$ cat src/rtl/lcd_pixel_source.sv
// lcd_pixel_source: LCD dot/line timing generator. It fetches pixels from a linear
// framebuffer and emits one write strobe per visible pixel.
// Latency: one ce between presenting pix_addr and sampling pix_data. The strobe and
// lcd_data are registered on that same ce.
// Backpressure: none. Timing advances on every ce, and the pixel memory must answer
// within one ce period.
//
// Ports:
//   clk, reset (sync, active-high), ce (dot enable), enable (LCD power request)
//   pix_addr / pix_data : pixel memory read port (BGR555 data)
//   lcd_clkena / lcd_data : one-clk pixel strobe and pixel value
//   lcd_mode, lcd_on, frame_start : status outputs
module lcd_pixel_source #(
  parameter int LINE_DOTS   = 456,
  parameter int FRAME_LINES = 154,
  parameter int VIS_LINES   = 144,
  parameter int VIS_PIX     = 160
) (
  input  logic        clk,
  input  logic        reset,
  input  logic        ce,
  input  logic        enable,
  output logic [14:0] pix_addr,
  input  logic [14:0] pix_data,
  output logic        lcd_clkena,
  output logic [14:0] lcd_data,
  output logic [1:0]  lcd_mode,
  output logic        lcd_on,
  output logic        frame_start
);

  localparam int DW = $clog2(LINE_DOTS);
  localparam int LW = $clog2(FRAME_LINES);

  localparam logic [1:0] MODE_HBLANK = 2'd0;
  localparam logic [1:0] MODE_VBLANK = 2'd1;
  localparam logic [1:0] MODE_OAM    = 2'd2;
  localparam logic [1:0] MODE_XFER   = 2'd3;

  localparam logic [DW-1:0] DOT_LAST    = DW'(LINE_DOTS - 1);
  localparam logic [LW-1:0] LINE_LAST   = LW'(FRAME_LINES - 1);
  localparam logic [LW-1:0] VIS_END     = LW'(VIS_LINES);
  localparam logic [DW-1:0] XFER_FIRST  = DW'(80);
  localparam logic [DW-1:0] FETCH_FIRST = DW'(91);
  localparam logic [DW-1:0] FETCH_LAST  = DW'(91 + VIS_PIX - 1);
  localparam logic [DW-1:0] STB_FIRST   = DW'(92);
  localparam logic [DW-1:0] STB_LAST    = DW'(92 + VIS_PIX - 1);
  localparam logic [14:0]   PIX_STEP    = 15'(VIS_PIX);

  logic [DW-1:0] dot_q, dot_d, nxt_dot;
  logic [LW-1:0] line_q, line_d, nxt_line;
  logic          on_q, on_d;
  logic [1:0]    mode_q, mode_d;
  logic          clkena_q, clkena_d;
  logic          fs_q, fs_d;
  logic [14:0]   addr_q, addr_d;
  logic [14:0]   base_q, base_d;
  logic [14:0]   data_q, data_d;
  logic          vis;
  logic          new_frame;

  always_comb begin
    dot_d     = dot_q;
    line_d    = line_q;
    on_d      = on_q;
    mode_d    = mode_q;
    clkena_d  = 1'b0;
    fs_d      = 1'b0;
    addr_d    = addr_q;
    base_d    = base_q;
    data_d    = data_q;
    nxt_dot   = dot_q;
    nxt_line  = line_q;
    vis       = 1'b0;
    new_frame = 1'b0;

    if (!enable) begin
      // Power-down: abandon any partial line at once, regardless of ce.
      dot_d  = '0;
      line_d = '0;
      on_d   = 1'b0;
      mode_d = MODE_HBLANK;
      addr_d = '0;
      base_d = '0;
    end else if (ce) begin
      // The first ce after power-up enters line 0, dot 0 rather than dot 1.
      if (!on_q) begin
        nxt_dot  = '0;
        nxt_line = '0;
      end else if (dot_q == DOT_LAST) begin
        nxt_dot  = '0;
        nxt_line = (line_q == LINE_LAST) ? '0 : line_q + 1'b1;
      end else begin
        nxt_dot  = dot_q + 1'b1;
        nxt_line = line_q;
      end

      on_d      = 1'b1;
      dot_d     = nxt_dot;
      line_d    = nxt_line;
      vis       = (nxt_line < VIS_END);
      new_frame = (nxt_dot == '0) && (nxt_line == '0);
      fs_d      = new_frame;

      // The mode register reflects the dot being entered.
      if (!vis)
        mode_d = MODE_VBLANK;
      else if (nxt_dot < XFER_FIRST)
        mode_d = MODE_OAM;
      else if (nxt_dot <= STB_LAST)
        mode_d = MODE_XFER;
      else
        mode_d = MODE_HBLANK;

      // base_q tracks line*VIS_PIX. The first fetch of each line loads it, so
      // pix_addr stays at the line's last pixel through hblank and vblank.
      if (new_frame)
        base_d = '0;
      else if (nxt_dot == '0)
        base_d = base_q + PIX_STEP;

      if (new_frame)
        addr_d = '0;
      else if (vis && nxt_dot == FETCH_FIRST)
        addr_d = base_q;
      else if (vis && nxt_dot > FETCH_FIRST && nxt_dot <= FETCH_LAST)
        addr_d = addr_q + 1'b1;

      // pix_data answers the address presented during the previous dot.
      if (vis && nxt_dot >= STB_FIRST && nxt_dot <= STB_LAST) begin
        clkena_d = 1'b1;
        data_d   = pix_data;
      end
    end
  end

  always_ff @(posedge clk) begin
    if (reset) begin
      dot_q    <= '0;
      line_q   <= '0;
      on_q     <= 1'b0;
      mode_q   <= MODE_HBLANK;
      clkena_q <= 1'b0;
      fs_q     <= 1'b0;
      addr_q   <= '0;
      base_q   <= '0;
      data_q   <= '0;
    end else begin
      dot_q    <= dot_d;
      line_q   <= line_d;
      on_q     <= on_d;
      mode_q   <= mode_d;
      clkena_q <= clkena_d;
      fs_q     <= fs_d;
      addr_q   <= addr_d;
      base_q   <= base_d;
      data_q   <= data_d;
    end
  end

  assign pix_addr    = addr_q;
  assign lcd_clkena  = clkena_q;
  assign lcd_data    = data_q;
  assign lcd_mode    = mode_q;
  assign lcd_on      = on_q;
  assign frame_start = fs_q;

endmodule

$ cat config.mk
export PLATFORM = sky130hd
export DESIGN_NAME = lcd_pixel_source
export DESIGN_NICKNAME = d
export VERILOG_FILES = /design/src/rtl/lcd_pixel_source.sv
export SDC_FILE = /design/constraint.sdc
export NUM_CORES = 1
export LEC_CHECK = 0
export CAP_MARGIN = 20
export CELL_PAD_IN_SITES_DETAIL_PLACEMENT = 1
export CELL_PAD_IN_SITES_GLOBAL_PLACEMENT = 1
export CORE_ASPECT_RATIO = 0.8
export CORE_MARGIN = 8
export CORE_UTILIZATION = 41
export CTS_CLUSTER_SIZE = 24
export DETAILED_ROUTE_END_ITERATION = 12
export MAX_ROUTING_LAYER = met4
export PLACE_DENSITY = 0.8
export SETUP_SLACK_MARGIN = 0.2
export SLEW_MARGIN = 10
export SYNTH_ARGS = -nofsm -noshare
export SYNTH_HDL_FRONTEND = slang
export SYNTH_SLANG_ARGS = --single-unit
$ cat constraint.sdc
create_clock -name clk -period 4 [get_ports clk]
set_input_delay 0.8 -clock clk [delete_from_list [all_inputs] [get_ports clk]]
set_output_delay 0.8 -clock clk [all_outputs]
set_load 0.02 [all_outputs]
==> results.json <==
{
  "rsz0062_at_grt": "no",
  "drc": 0,
  "diodes": 0,
  "synth_ff_type": "dfxtp_1",
  "clock_path_buffers": 2,
  "h-tree-depth": 3,
  "initial_core_util": 0.4146,
  "maxSlewHeadroom": 0.5118,
  "num_vias": 3596,
  "crit_chain": "nand2_1 > or3_1 > a21boi_2 > o21ai_0 > a21oi_2 > and4bb_1 > buf_4 > mux2i_1 > nor2_1",
  "irDropWorstVdd_uv": 247.6,
  "grt_max_degree": 22,
  "utilization": 0.5144,
  "yosysWarnings": 0,
  "synth-xor-area-share": 0.04736,
  "endpoint_kind": "register",
  "cts_made_buffers": 9,
  "synth_edf_count": 0,
  "die_h_um": 101.0,
  "finalHoldViolCount": 0,
  "io_buffers": 53,
  "num_io_pins": 54,
  "ant_nets": 0,
  "first_iter_violations": 266,
  "yosysSeqAreaShare": 0.3356,
  "first_global_vias": 3749,
  "yosys.area_share.simple": 0.2906,
  "dp_cells": 601,
  "fmaxAchievable_mhz": 294.7,
  "clockRootBuffer": "clkbuf_16",
  "grt_pass1_wl_mm": 19.28,
  "period_share": 0.8483,
  "drive_gt1_frac": 0.08964,
  "fin_nets": 521,
  "dieArea_um2": 12340,
  "setup_viol": 0,
  "syn_area_per_cell_um2": 8.147,
  "fill_cells": 1081,
  "postCtsSetupRepairBufs": 0,
  "hold_path_class": "register to register",
  "core-area_um2": 8921,
  "syn_inst": 454,
  "synthAdderAreaFrac": 0.01691,
  "synth-compound-area-share": 0.2006,
  "worst_pin_slew_ps": 729.8,
  "overflow": 0,
  "cp_data_required_time_ps": 4200,
  "die_x_um": 122.2,
  "synthMuxAreaShare": 0.05480,
  "worst-setup-path-type": "register to register",
  "skew_ps": 5.648,
  "synth-seq-cells": 62,
  "detailed_place_hpwl_mm": 8.450,
  "place_congestion": 0.8581,
  "routed_wl_mm": 11.64,
  "vias_per_cell": 5.828,
  "rows": 31,
  "syn_area_um2": 3699,
  "areaGrowthSynthToFinish_pct": 24.09,
  "tns_ps": 0,
  "p_per_area_nw_per_um2": 329.5,
  "synth_top_family_by_area": "simple AND/OR/NAND/NOR gates",
  "path_clk_slew_ps": 60,
  "clock_sinks": 62,
  "crit_family": "compound AO/OA/AOI/OAI gates",
  "avgRoutedWirePerCell_um": 18.86,
  "outcome": "complete, no violations",
  "place_area_um2": 4279,
  "cts_hold_buffers": 0,
  "instances_no_fill": 617,
  "arrival_ps": 3590,
  "synth.distinct_cells": 70,
  "cts.repair.resized": 0,
  "insertion_delay_ps": 330,
  "slowest_delay_ps": 750,
  "synth_fp_nets": 478,
  "drv_slew": 0,
  "period_needed_ps": 3393,
  "first_pass_iters": 4,
  "crit_buf_inv": 1,
  "grt_usage": 0.2037,
  "cts_tree": "done",
  "worst-path-max-fanout": 17,
  "design_area_um2": 4589,
  "max_cap_violations": 0,
  "slowest_stage": "dfxtp_1",
  "p_leak_nw": 1.435,
  "worst_setup_path_start_kind": "register",
  "whs_ps": 504.2,
  "antenna_found_initial": 0,
  "synthArstFlopShare": 0
}
## metrics by stage
stage                     setup slack [ps]  power [W]
after floorplan                       1171  0.0006755
after global placement               811.4  0.0007127
after detailed placement             677.5  0.0007145
after CTS                            638.0   0.001521
after global routing                 312.9   0.001556
final                                606.7   0.001512
## state kept, by name (all words and copies together) (netlist names)
signal       flops
lcd_data        15
dot_q            9
base_q          10
pix_addr        15
lcd_clkena       1
frame_start      1
lcd_on           1
lcd_mode         2
line_q           8
## cells in the mapped netlist (all sizes together) (2+ instances only)
library cell	instances	area, µm²
a22oi	2	15.01
ha	5	62.56
o21ai	21	105.1
a21oi	27	150.2
o221ai	3	26.28
buf	12	98.83
o31ai	6	58.81
a21boi	4	33.78
a211oi	3	22.52
and3	5	31.28
o221a	2	22.52
mux2i	18	180.2
a221oi	3	38.79
nor2b	5	31.28
nand4	9	71.32
nor2	60	225.2
xnor2	15	131.4
nand2	53	201.5
dfxtp	62	1241
nand4b	4	35.03
nor4b	2	38.78
a31oi	4	25.02
a21o	4	30.03
o21a	2	15.01
a211o	3	26.28
or3	9	56.30
nor3	18	101.4
and2	4	25.02
o211ai	2	15.01
clkbuf	17	63.81
mux2	2	22.52
inv	10	37.54
nand3	18	95.09
nand2b	2	12.51
and4	2	17.52
o31a	3	26.28
xor2	5	43.79
o22ai	8	50.05
nor3b	2	15.01
nor4	5	61.31
## metal layers
| metal | routed length, µm | global-route usage | vias to the layer above |
|---|---|---|---|
| met4 | 242 | 0.07757 | 0 |
| met5 | 0 | - | - |
| met1 | 5350 | 0.2537 | 1754 |
| li1 | - | - | 1722 |
| met2 | 5203 | 0.2991 | 98 |
| met3 | 844 | 0.06719 | 22 |
## cells in the final DEF (no fill, tap or decap), drive strengths merged, types with 6 or more instances in the layout
master,n
or3,9
clkdlybuf4s50,53
mux2i,18
o22ai,8
nor2,60
inv,10
o21ai,21
a21oi,27
o31ai,6
nand3,18
nand4,9
xnor2,15
nor3,18
dfxtp,62
buf,8
clkbuf,11
nand2,53
## cells by family after synthesis
family | Yosys count
AO/OA/AOI/OAI | 104
XOR/XNOR | 20
adder cells (fa/ha/maj) | 5
buffers and inverters | 39
flip-flops | 62
multiplexers | 20
AND/OR/NAND/NOR | 204
## where the power goes
group | internal, W | switching [W]
clock network | 0.000515 | 0.000296
registers | 0.000620 | 0.00000459
logic | 0.0000323 | 0.0000447
total | 0.00117 | 0.000345
## worst paths after layout
path	start	endpoint	slack [ps]	depth (start not counted)
hold / removal	lcd_data[0]$_SDFFE_PP0P_	lcd_data[0]$_SDFFE_PP0P_	500	2
hold reg to reg	lcd_data[0]$_SDFFE_PP0P_	lcd_data[0]$_SDFFE_PP0P_	500	2
setup reg to reg	dot_q[4]$_SDFFE_PP0P_	lcd_data[11]$_SDFFE_PP0P_	610	9
setup / recovery	dot_q[4]$_SDFFE_PP0P_	lcd_data[11]$_SDFFE_PP0P_	610	9
## worst reg2reg max path: stages, from the launching register on
cell and delay [ps]:
dfxtp_1 750, nand2_1 240, or3_1 380, a21boi_2 400, o21ai_0 200, a21oi_2 400
and4bb_1 300, buf_4 290, mux2i_1 260, nor2_1 60
## layout make-up
cell class                      instances  area (µm²)  share of cell area
Tap cell                              115       143.9             0.03135
Clock inverter                          5       57.56             0.01254
Sequential cell                        62        1241              0.2704
Multi-Input combinational cell        353        2266              0.4937
Clock buffer                           11       252.7             0.05507
Inverter                               10       37.54            0.008179
Timing Repair Buffer                   61       590.6              0.1287
(Power assumes the default switching activity.)
